<file path="src/rtl/pcie_us_pkg.sv">
// Shared types, constants and helpers for the UltraScale PCIe register completer.
package pcie_us_pkg;

  // CQ request types
  localparam logic [3:0] REQ_MEM_RD  = 4'b0000;
  localparam logic [3:0] REQ_MEM_WR  = 4'b0001;
  localparam logic [3:0] REQ_IO_RD   = 4'b0010;
  localparam logic [3:0] REQ_IO_WR   = 4'b0011;
  localparam logic [3:0] REQ_CFG_RD0 = 4'b1000;
  localparam logic [3:0] REQ_CFG_WR0 = 4'b1001;
  localparam logic [3:0] REQ_CFG_RD1 = 4'b1010;
  localparam logic [3:0] REQ_CFG_WR1 = 4'b1011;

  // Completion status
  localparam logic [2:0] CPL_SC = 3'b000;
  localparam logic [2:0] CPL_UR = 3'b001;
  localparam logic [2:0] CPL_CA = 3'b100;

  typedef enum logic [2:0] {
    ST_IDLE,
    ST_DESC1,
    ST_WDATA,
    ST_DROP,
    ST_CPL0,
    ST_CPL1
  } state_t;

  typedef struct packed {
    logic [12:0] byte_count;
    logic [6:0]  lower_addr;
  } cpl_len_t;

  function automatic logic is_non_posted(input logic [3:0] req_type);
    return (req_type inside {REQ_MEM_RD, REQ_IO_RD, REQ_IO_WR,
                             REQ_CFG_RD0, REQ_CFG_WR0, REQ_CFG_RD1, REQ_CFG_WR1});
  endfunction

  // Single-DW completion length and starting byte address from first_be.
  function automatic cpl_len_t calc_cpl_len(input logic [3:0] first_be, input logic [4:0] addr_dw);
    cpl_len_t   r;
    logic [1:0] offs;
    casez (first_be)
      4'b1??1:                   r.byte_count = 13'd4;
      4'b01?1, 4'b1?10:          r.byte_count = 13'd3;
      4'b0011, 4'b0110, 4'b1100: r.byte_count = 13'd2;
      default:                   r.byte_count = 13'd1;
    endcase
    if (first_be[0])      offs = 2'd0;
    else if (first_be[1]) offs = 2'd1;
    else if (first_be[2]) offs = 2'd2;
    else if (first_be[3]) offs = 2'd3;
    else                  offs = 2'd0;
    r.lower_addr = {addr_dw, offs};
    return r;
  endfunction

endpackage

</file>
<file path="src/rtl/pcie_us_reg_completer_if.sv">
// CQ (request in) and CC (completion out) AXI-Stream bundle of the UltraScale PCIe core.
interface pcie_us_reg_completer_if #(
  parameter int DATA_WIDTH    = 64,
  parameter int KEEP_WIDTH    = DATA_WIDTH/32,
  parameter int CQ_USER_WIDTH = 85,
  parameter int CC_USER_WIDTH = 33
);
  logic [DATA_WIDTH-1:0]    s_axis_cq_tdata;
  logic [KEEP_WIDTH-1:0]    s_axis_cq_tkeep;
  logic                     s_axis_cq_tlast;
  logic                     s_axis_cq_tready;
  logic [CQ_USER_WIDTH-1:0] s_axis_cq_tuser;
  logic                     s_axis_cq_tvalid;

  logic [DATA_WIDTH-1:0]    m_axis_cc_tdata;
  logic [KEEP_WIDTH-1:0]    m_axis_cc_tkeep;
  logic                     m_axis_cc_tlast;
  logic                     m_axis_cc_tready;
  logic [CC_USER_WIDTH-1:0] m_axis_cc_tuser;
  logic                     m_axis_cc_tvalid;

  modport master (
    output s_axis_cq_tdata, s_axis_cq_tkeep, s_axis_cq_tlast, s_axis_cq_tuser, s_axis_cq_tvalid,
    input  s_axis_cq_tready,
    input  m_axis_cc_tdata, m_axis_cc_tkeep, m_axis_cc_tlast, m_axis_cc_tuser, m_axis_cc_tvalid,
    output m_axis_cc_tready
  );

  modport slave (
    input  s_axis_cq_tdata, s_axis_cq_tkeep, s_axis_cq_tlast, s_axis_cq_tuser, s_axis_cq_tvalid,
    output s_axis_cq_tready,
    output m_axis_cc_tdata, m_axis_cc_tkeep, m_axis_cc_tlast, m_axis_cc_tuser, m_axis_cc_tvalid,
    input  m_axis_cc_tready
  );
endinterface

</file>
<file path="src/rtl/pcie_us_cc_cpl_fmt.sv">
// Packs completion fields into the two 64-bit CC beats (descriptor DW0-1, DW2 + payload).
module pcie_us_cc_cpl_fmt (
  input  logic [6:0]  lower_addr,
  input  logic [12:0] byte_count,
  input  logic [10:0] dword_count,
  input  logic [2:0]  status,
  input  logic [15:0] requester_id,
  input  logic [7:0]  tag,
  input  logic [2:0]  tc,
  input  logic [2:0]  attr,
  input  logic [31:0] data,
  output logic [63:0] beat0,
  output logic [63:0] beat1
);
  always_comb begin
    beat0 = '0;
    beat1 = '0;
    beat0[6:0]   = lower_addr;
    beat0[28:16] = byte_count;
    beat0[42:32] = dword_count;
    beat0[45:43] = status;
    beat0[63:48] = requester_id;
    // completer_id [23:8], completer_id_en [24] and force_ecrc [31] stay zero
    beat1[7:0]   = tag;
    beat1[27:25] = tc;
    beat1[30:28] = attr;
    beat1[63:32] = data;
  end
endmodule

</file>
<file path="src/rtl/pcie_us_reg_completer.sv">
// Single-DW memory register completer on the UltraScale CQ/CC interfaces.
// Optional counters enabled by PCIE_US_REG_COMPLETER_STATS_EN.
module pcie_us_reg_completer
  import pcie_us_pkg::*;
#(
  parameter int DATA_WIDTH     = 64,
  parameter int KEEP_WIDTH     = DATA_WIDTH/32,
  parameter int CQ_USER_WIDTH  = 85,
  parameter int CC_USER_WIDTH  = 33,
  parameter int REG_ADDR_WIDTH = 4,
  parameter int BAR_ID         = 0
) (
  input  logic                      user_clk,
  input  logic                      user_reset_n,
  pcie_us_reg_completer_if.slave    bus,
  output logic                      pcie_cq_np_req,
  output logic                      reg_wr_valid,
  output logic [REG_ADDR_WIDTH-1:0] reg_wr_addr,
  output logic [31:0]               reg_wr_data,
  input  logic [REG_ADDR_WIDTH-1:0] reg_rd_addr,
  output logic [31:0]               reg_rd_data
`ifdef PCIE_US_REG_COMPLETER_STATS_EN
  ,
  output logic [15:0]               stat_rd_count,
  output logic [15:0]               stat_wr_count,
  output logic [15:0]               stat_ur_count
`endif
);
  localparam int REG_COUNT = 2**REG_ADDR_WIDTH;

  generate
    if (DATA_WIDTH != 64 || KEEP_WIDTH != 2 || CQ_USER_WIDTH < 4 || CC_USER_WIDTH < 1) begin : g_bad_cfg
      $error("pcie_us_reg_completer supports only a 64-bit datapath");
    end
  endgenerate

  state_t                    state_reg, state_next;
  logic                      ready_en_reg;
  logic [REG_ADDR_WIDTH-1:0] addr_idx_reg;
  logic [4:0]                addr_dw_reg;
  logic [3:0]                first_be_reg;
  logic [15:0]               req_id_reg;
  logic [7:0]                tag_reg;
  logic [2:0]                tc_reg, attr_reg;
  logic                      ur_reg, ur_next;
  logic [31:0]               cpl_data_reg;
  logic [31:0]               regfile [REG_COUNT];
  logic                      wr_valid_reg;
  logic [REG_ADDR_WIDTH-1:0] wr_addr_reg;
  logic [31:0]               wr_data_reg;

  logic        cq_hs, cc_hs, cc_valid, wr_en, desc_hit;
  logic [3:0]  desc_type;
  logic [31:0] wr_old, wr_merged;
  cpl_len_t    len;
  logic [63:0] beat0, beat1;

  assign cq_hs     = bus.s_axis_cq_tvalid && bus.s_axis_cq_tready;
  assign cc_valid  = (state_reg == ST_CPL0) || (state_reg == ST_CPL1);
  assign cc_hs     = cc_valid && bus.m_axis_cc_tready;
  assign desc_type = bus.s_axis_cq_tdata[14:11];
  assign desc_hit  = (bus.s_axis_cq_tdata[50:48] == 3'(BAR_ID)) && (bus.s_axis_cq_tdata[10:0] == 11'd1);

  always_comb begin
    state_next = state_reg;
    ur_next    = ur_reg;
    wr_en      = 1'b0;
    case (state_reg)
      ST_IDLE: if (cq_hs) begin
        ur_next    = 1'b0;
        state_next = bus.s_axis_cq_tlast ? ST_IDLE : ST_DESC1;
      end
      ST_DESC1: if (cq_hs) begin
        if (desc_hit && desc_type == REQ_MEM_RD) begin
          state_next = ST_CPL0;
        end else if (desc_hit && desc_type == REQ_MEM_WR) begin
          state_next = ST_WDATA;
        end else if (is_non_posted(desc_type)) begin
          ur_next    = 1'b1;
          state_next = bus.s_axis_cq_tlast ? ST_CPL0 : ST_DROP;
        end else begin
          state_next = bus.s_axis_cq_tlast ? ST_IDLE : ST_DROP;
        end
      end
      ST_WDATA: if (cq_hs) begin
        wr_en      = 1'b1;
        state_next = bus.s_axis_cq_tlast ? ST_IDLE : ST_DROP;
      end
      ST_DROP: if (cq_hs && bus.s_axis_cq_tlast) begin
        state_next = ur_reg ? ST_CPL0 : ST_IDLE;
      end
      ST_CPL0: if (cc_hs) state_next = ST_CPL1;
      ST_CPL1: if (cc_hs) state_next = ST_IDLE;
      default: state_next = ST_IDLE;
    endcase
  end

  always_ff @(posedge user_clk or negedge user_reset_n) begin
    if (!user_reset_n) begin
      state_reg    <= ST_IDLE;
      ready_en_reg <= 1'b0;
      ur_reg       <= 1'b0;
      addr_idx_reg <= '0;
      addr_dw_reg  <= '0;
      first_be_reg <= '0;
      req_id_reg   <= '0;
      tag_reg      <= '0;
      tc_reg       <= '0;
      attr_reg     <= '0;
      cpl_data_reg <= '0;
    end else begin
      state_reg    <= state_next;
      ready_en_reg <= 1'b1;
      ur_reg       <= ur_next;
      if (state_reg == ST_IDLE && cq_hs) begin
        addr_idx_reg <= bus.s_axis_cq_tdata[REG_ADDR_WIDTH+1:2];
        addr_dw_reg  <= bus.s_axis_cq_tdata[6:2];
        first_be_reg <= bus.s_axis_cq_tuser[3:0];
      end
      if (state_reg == ST_DESC1 && cq_hs) begin
        req_id_reg <= bus.s_axis_cq_tdata[31:16];
        tag_reg    <= bus.s_axis_cq_tdata[39:32];
        tc_reg     <= bus.s_axis_cq_tdata[59:57];
        attr_reg   <= bus.s_axis_cq_tdata[62:60];
      end
      // Snapshot read data on CPL0 entry so the completion payload is frozen
      if (state_next == ST_CPL0 && state_reg != ST_CPL0)
        cpl_data_reg <= ur_next ? 32'h0 : regfile[addr_idx_reg];
    end
  end

  assign wr_old = regfile[addr_idx_reg];

  generate
    for (genvar gi = 0; gi < 4; gi++) begin : g_byte_merge
      assign wr_merged[gi*8 +: 8] = first_be_reg[gi] ? bus.s_axis_cq_tdata[gi*8 +: 8] : wr_old[gi*8 +: 8];
    end
  endgenerate

  always_ff @(posedge user_clk or negedge user_reset_n) begin
    if (!user_reset_n) begin
      for (int i = 0; i < REG_COUNT; i++) regfile[i] <= '0;
      wr_valid_reg <= 1'b0;
      wr_addr_reg  <= '0;
      wr_data_reg  <= '0;
    end else begin
      wr_valid_reg <= wr_en;
      if (wr_en) begin
        regfile[addr_idx_reg] <= wr_merged;
        wr_addr_reg           <= addr_idx_reg;
        wr_data_reg           <= wr_merged;
      end
    end
  end

  assign reg_wr_valid = wr_valid_reg;
  assign reg_wr_addr  = wr_addr_reg;
  assign reg_wr_data  = wr_data_reg;
  assign reg_rd_data  = regfile[reg_rd_addr];

  assign len = calc_cpl_len(first_be_reg, addr_dw_reg);

  pcie_us_cc_cpl_fmt u_fmt (
    .lower_addr   (ur_reg ? 7'd0 : len.lower_addr),
    .byte_count   (ur_reg ? 13'd4 : len.byte_count),
    .dword_count  (ur_reg ? 11'd0 : 11'd1),
    .status       (ur_reg ? CPL_UR : CPL_SC),
    .requester_id (req_id_reg),
    .tag          (tag_reg),
    .tc           (tc_reg),
    .attr         (attr_reg),
    .data         (cpl_data_reg),
    .beat0        (beat0),
    .beat1        (beat1)
  );

  always_comb begin
    bus.m_axis_cc_tdata  = '0;
    bus.m_axis_cc_tkeep  = '0;
    bus.m_axis_cc_tlast  = 1'b0;
    bus.m_axis_cc_tvalid = cc_valid;
    bus.m_axis_cc_tuser  = '0;
    if (state_reg == ST_CPL0) begin
      bus.m_axis_cc_tdata = beat0;
      bus.m_axis_cc_tkeep = 2'b11;
    end else if (state_reg == ST_CPL1) begin
      bus.m_axis_cc_tdata = beat1;
      bus.m_axis_cc_tkeep = ur_reg ? 2'b01 : 2'b11;
      bus.m_axis_cc_tlast = 1'b1;
    end
  end

  assign bus.s_axis_cq_tready = ready_en_reg && (state_reg inside {ST_IDLE, ST_DESC1, ST_WDATA, ST_DROP});
  assign pcie_cq_np_req       = (state_reg == ST_IDLE);

`ifdef PCIE_US_REG_COMPLETER_STATS_EN
  logic [15:0] rd_cnt_reg, wr_cnt_reg, ur_cnt_reg;
  always_ff @(posedge user_clk or negedge user_reset_n) begin
    if (!user_reset_n) begin
      rd_cnt_reg <= '0;
      wr_cnt_reg <= '0;
      ur_cnt_reg <= '0;
    end else begin
      if (state_reg == ST_CPL1 && cc_hs && !ur_reg && rd_cnt_reg != 16'hFFFF) rd_cnt_reg <= rd_cnt_reg + 16'd1;
      if (state_reg == ST_CPL1 && cc_hs &&  ur_reg && ur_cnt_reg != 16'hFFFF) ur_cnt_reg <= ur_cnt_reg + 16'd1;
      if (wr_en && wr_cnt_reg != 16'hFFFF) wr_cnt_reg <= wr_cnt_reg + 16'd1;
    end
  end
  assign stat_rd_count = rd_cnt_reg;
  assign stat_wr_count = wr_cnt_reg;
  assign stat_ur_count = ur_cnt_reg;
`endif

endmodule

</file>
<file path="src/flat_wrapper.sv">
// flat-port wrapper written by rule: the top's interface ports become plain ports
module pcie_us_reg_completer_flat import pcie_us_pkg::*;
#(
  parameter int DATA_WIDTH     = 64,
  parameter int KEEP_WIDTH     = DATA_WIDTH/32,
  parameter int CQ_USER_WIDTH  = 85,
  parameter int CC_USER_WIDTH  = 33,
  parameter int REG_ADDR_WIDTH = 4,
  parameter int BAR_ID         = 0
)
  (user_clk, user_reset_n, pcie_cq_np_req, reg_wr_valid, reg_wr_addr, reg_wr_data, reg_rd_addr, reg_rd_data, bus_s_axis_cq_tdata, bus_s_axis_cq_tkeep, bus_s_axis_cq_tlast, bus_s_axis_cq_tuser, bus_s_axis_cq_tvalid, bus_s_axis_cq_tready, bus_m_axis_cc_tdata, bus_m_axis_cc_tkeep, bus_m_axis_cc_tlast, bus_m_axis_cc_tuser, bus_m_axis_cc_tvalid, bus_m_axis_cc_tready);
  pcie_us_reg_completer_if #(.DATA_WIDTH(DATA_WIDTH), .KEEP_WIDTH(KEEP_WIDTH), .CQ_USER_WIDTH(CQ_USER_WIDTH), .CC_USER_WIDTH(CC_USER_WIDTH)) bus_i ();
  input  logic user_clk;
  input  logic user_reset_n;
  output logic pcie_cq_np_req;
  output logic reg_wr_valid;
  output logic [REG_ADDR_WIDTH-1:0] reg_wr_addr;
  output logic [31:0] reg_wr_data;
  input  logic [REG_ADDR_WIDTH-1:0] reg_rd_addr;
  output logic [31:0] reg_rd_data;
  input wire logic [$bits(bus_i.s_axis_cq_tdata)-1:0] bus_s_axis_cq_tdata;
  input wire logic [$bits(bus_i.s_axis_cq_tkeep)-1:0] bus_s_axis_cq_tkeep;
  input wire logic [$bits(bus_i.s_axis_cq_tlast)-1:0] bus_s_axis_cq_tlast;
  input wire logic [$bits(bus_i.s_axis_cq_tuser)-1:0] bus_s_axis_cq_tuser;
  input wire logic [$bits(bus_i.s_axis_cq_tvalid)-1:0] bus_s_axis_cq_tvalid;
  output wire logic [$bits(bus_i.s_axis_cq_tready)-1:0] bus_s_axis_cq_tready;
  output wire logic [$bits(bus_i.m_axis_cc_tdata)-1:0] bus_m_axis_cc_tdata;
  output wire logic [$bits(bus_i.m_axis_cc_tkeep)-1:0] bus_m_axis_cc_tkeep;
  output wire logic [$bits(bus_i.m_axis_cc_tlast)-1:0] bus_m_axis_cc_tlast;
  output wire logic [$bits(bus_i.m_axis_cc_tuser)-1:0] bus_m_axis_cc_tuser;
  output wire logic [$bits(bus_i.m_axis_cc_tvalid)-1:0] bus_m_axis_cc_tvalid;
  input wire logic [$bits(bus_i.m_axis_cc_tready)-1:0] bus_m_axis_cc_tready;
  assign bus_i.s_axis_cq_tdata = bus_s_axis_cq_tdata;
  assign bus_i.s_axis_cq_tkeep = bus_s_axis_cq_tkeep;
  assign bus_i.s_axis_cq_tlast = bus_s_axis_cq_tlast;
  assign bus_i.s_axis_cq_tuser = bus_s_axis_cq_tuser;
  assign bus_i.s_axis_cq_tvalid = bus_s_axis_cq_tvalid;
  assign bus_s_axis_cq_tready = bus_i.s_axis_cq_tready;
  assign bus_m_axis_cc_tdata = bus_i.m_axis_cc_tdata;
  assign bus_m_axis_cc_tkeep = bus_i.m_axis_cc_tkeep;
  assign bus_m_axis_cc_tlast = bus_i.m_axis_cc_tlast;
  assign bus_m_axis_cc_tuser = bus_i.m_axis_cc_tuser;
  assign bus_m_axis_cc_tvalid = bus_i.m_axis_cc_tvalid;
  assign bus_i.m_axis_cc_tready = bus_m_axis_cc_tready;
  pcie_us_reg_completer #(.DATA_WIDTH(DATA_WIDTH), .KEEP_WIDTH(KEEP_WIDTH), .CQ_USER_WIDTH(CQ_USER_WIDTH), .CC_USER_WIDTH(CC_USER_WIDTH), .REG_ADDR_WIDTH(REG_ADDR_WIDTH), .BAR_ID(BAR_ID)) u_core (.user_clk(user_clk), .user_reset_n(user_reset_n), .bus(bus_i), .pcie_cq_np_req(pcie_cq_np_req), .reg_wr_valid(reg_wr_valid), .reg_wr_addr(reg_wr_addr), .reg_wr_data(reg_wr_data), .reg_rd_addr(reg_rd_addr), .reg_rd_data(reg_rd_data));
endmodule
</file>
<file path="config.mk">
export PLATFORM = sky130hd
export DESIGN_NAME = pcie_us_reg_completer_flat
export DESIGN_NICKNAME = d
export VERILOG_FILES = /design/src/rtl/pcie_us_pkg.sv /design/src/rtl/pcie_us_reg_completer_if.sv /design/src/rtl/pcie_us_cc_cpl_fmt.sv /design/src/rtl/pcie_us_reg_completer.sv /design/src/flat_wrapper.sv
export SDC_FILE = /design/constraint.sdc
export NUM_CORES = 1
export LEC_CHECK = 0
export BUFFER_PORTS_ARGS = -buffer_cell sky130_fd_sc_hd__buf_2
export CAP_MARGIN = 25
export CORE_MARGIN = 2
export CORE_UTILIZATION = 38
export CTS_BUF_LIST = sky130_fd_sc_hd__clkbuf_4
export DETAILED_ROUTE_END_ITERATION = 10
export GPL_TIMING_DRIVEN = 0
export HOLD_SLACK_MARGIN = 0.15
export PLACE_DENSITY = 0.66
export SYNTH_ARGS = -nofsm -noshare
export SYNTH_HDL_FRONTEND = slang
export SYNTH_HIERARCHICAL = 1
export SYNTH_SLANG_ARGS = --single-unit
</file>
<file path="constraint.sdc">
create_clock -name user_clk -period 3.1 [get_ports user_clk]
set_clock_uncertainty 0.05 [all_clocks]
set_input_delay 0.155 -clock user_clk [delete_from_list [all_inputs] [get_ports user_clk]]
set_output_delay 0.155 -clock user_clk [all_outputs]
set_load 0.01 [all_outputs]
</file>
==> impl_metrics.ini <==
[global_routing]
grt_use_total = 0.260
grt_pass1_vias = 27100
grt.met1_usage = 0.330
use_met3 = 0.0908
grt_util_met2 = 0.403
grt_remaining_overflow = 0
gr-max-usage-layer = met2
grt_antenna_before_repair = 11
grt_start_max_net_pins = 119
grt_pass1_wl_mm = 172

[synth]
post_synth_num_cell_types = 45
synth_cells = 2945
synth_top_cell_area_share = 0.475
post_syn_area_per_cell_um2 = 11.2
seq_area_frac_synth = 0.475
yosys_register_bits = 625
synth.cell_area_um2 = 33000
netlist_top_cells_area = sky130_fd_sc_hd__dfrtp_1 47%, sky130_fd_sc_hd__mux4_2 20%, sky130_fd_sc_hd__a21oi_1 8.8%
synth_top_area_cell = sky130_fd_sc_hd__dfrtp_1
yosys_warnings = 6

[placed_design]
place_worst_setup_slack_ps = -394
place_hpwl_mm = 82.9
place_inst = 4370
place_congestion = 0.917
placed_inst_area_um2 = 35900
place.port_buffers = 182

[clock_tree]
cts_made_buffers = 154
clock-root-buffer = sky130_fd_sc_hd__clkbuf_4
htree_levels = 4
clock_latency_on_the_worst_skew_pair_ps = 1030
clkSlewWorstSetupHoldPaths_ps = 60
ctsLongestPathBuffers = 3
clkSinkCount = 625
cts_tree = done

[cells_and_area]
mostFrequentLayoutCell = sky130_fd_sc_hd__dfrtp_1
layout.core_utilization = 0.463
final.fill_count = 7802
mostFrequentLayoutCells = 623 x sky130_fd_sc_hd__dfrtp_1, 616 x sky130_fd_sc_hd__nor2_1, 581 x sky130_fd_sc_hd__a21oi_1, 288 x sky130_fd_sc_hd__mux4_2, 241 x sky130_fd_sc_hd__buf_2
final_design_area_no_fill_um2 = 39600
fin_cells = 4786
largest_register_ffs = 512
syn_to_final_growth_pct = 20.3
nets = 3700
proportion_of_layout_cells_with_a_drive_suffix_above_1 = 0.315

[worst_setup_path]
r2r_slack_ps = -7
crit_required_ps = 3950
worstPathArrival_ps = 3950
setup.worst_path.class = reg2reg
crit_path_cell_trace = nor2b_1 > buf_4 > buf_1 > a22oi_1 > a21oi_1 > a21oi_4 > buf_4 > a21oi_1
critical_path.slowest_cell = sky130_fd_sc_hd__buf_1
critical_path_cell_count = 8
worst-path-max-fanout = 10
cp-start-kind = flop
crit_path_end_kind = flop
buffering_stage_count_on_the_worst_path_with_inverters_included = 3
ff2ff_path_depth = 8
critPathTopFamily = buffers and inverters
max_stage_delay_ps = 800

[timing]
rsz0062_at_grt = yes
max_slew.worst_pin.slew_ps = 1190
slew_headroom = 0.205
final.period_utilization = 1.00
period_needed_ps = 3110
final-hold-violation-count = 0
timing.final.setup_violations = 1
worst_setup_slack_after_layout_ps = -7.33
timing_max_transition_violations_final = 0
achievable-frequency_ghz = 0.322

[power]
pnr_total_power_w = 0.0361
leakage_component_of_the_power_nw = 18.6
power_density_nw_per_um2 = 911
power.ir.vdd_worst_v = 0.000426

[floorplanning]
floorplan.core_area_um2 = 85500
initial_utilization = 0.385
total_die_area_um2 = 89100
fp.dieH_um = 298
num_rows = 107
die_x_um = 298
pin_count = 332

[detailed_routing]
first_iter_violations = 3551
routed-via-count = 27200
viasPerCell = 5.69
drt_pass1_iterations = 7
drt-total-wl_mm = 117
drt.antenna.violating_nets = 0
detailed_route_wire_length_per_cell_um = 24.4
drc = 0

[hold_path]
hold-path-cell-count = 6
min_path_type = in2reg

[job]
number_of_maximum_capacitance_constraint_violations = 0

[run_status]
run_status = finished, violations left
failed_checks = negative setup slack
[tightest hold or removal path, delay by kind of cell]
kind                   cells  cell delay [ps]
muxes                      1               50
AOI/OAI and AO/OA          1              150
buffers and inverters      2              740
and+or+nand+nor            2              220
[layout make-up]
type                       count  area (um^2)  share of cell area
clock buffer                 213         1600              0.0403
tap                         1144         1430              0.0361
inverter                      37          139             0.00350
antenna                        3         7.51            0.000189
sequential                   625        15600               0.395
timing repair buffer         356         2730              0.0690
clock inverter                42          208             0.00524
buffer                       412         2550              0.0643
multi-input combinational   1954        15300               0.387
[routing by layer]
layer  part of all wire  vias up
met5            0.00064        -
met4              0.040       10
li1                   -    11500
met2               0.46     1704
met1               0.36    13700
met3               0.13      300
[cell usage after synthesis (all sizes together)]
cell	count
a2111oi	1
a211oi	2
a21oi	613
a221o	1
a22oi	64
and2	2
and3	1
and3b	1
buf	288
clkbuf	126
conb	3
dfrtp	625
inv	37
mux2	39
mux2i	97
mux4	288
nand2	89
nand2b	3
nand3b	2
nand4	2
nand4b	3
nor2	626
nor2b	8
nor3	9
nor4	5
nor4b	1
o211ai	1
o21ai	3
o221ai	1
or2	2
or4	1
xnor2	1
[report_power, final]
part,switching [W],internal [W],total (W)
sequential,0.00211,0.0110,0.0131
combinational,0.00902,0.00734,0.0164
clock,0.00341,0.00324,0.00666
[path summary, 6_finish.rpt]
path,from,to
setup / recovery,u_core/addr_dw_reg[3],u_core/regfile[155]
hold / removal,bus_s_axis_cq_tdata[11],u_core/cpl_data_reg[0]
setup reg to reg,u_core/addr_dw_reg[3],u_core/regfile[155]
hold reg to reg,u_core/reg_wr_addr[0],u_core/reg_wr_addr[0]
max in group asynchronous,user_reset_n,u_core/regfile[171]
min in group asynchronous,user_reset_n,u_core/req_id_reg[9]
[cells by family after synthesis]
group | after synthesis | share of synthesized area
compound gates | 686 | 0.116
mux | 424 | 0.240
xor+xnor | 1 | 0.000266
other cells | 3 | 0.000342
flops | 625 | 0.475
buf+inv | 451 | 0.0777
simple gates | 755 | 0.0916
[what timing repair did]
| item | 4_1_cts | 5_1_grt |
|---|---|---|
| hold endpoints to repair | 1031 | 0 |
| pin swaps | 0 | 2 |
| setup buffers | 0 | 13 |
| hold buffers | 146 | 0 |
| endpoints found under the setup margin | 498 | 414 |
| gates resized for setup | 62 | 81 |
[per-stage QoR]
| stage | TNS [ps] | hold slack, ps |
|---|---|---|
| final | -7.33 | 297 |
| after global routing | -1290 | 283 |
| after CTS | -435 | 160 |
| after detailed placement | -61020 | 256 |
| after global placement | -7251330 | 342 |
| after floorplan | 0 | -191 |
No activity file was read; power rests on OpenSTA's default activity.
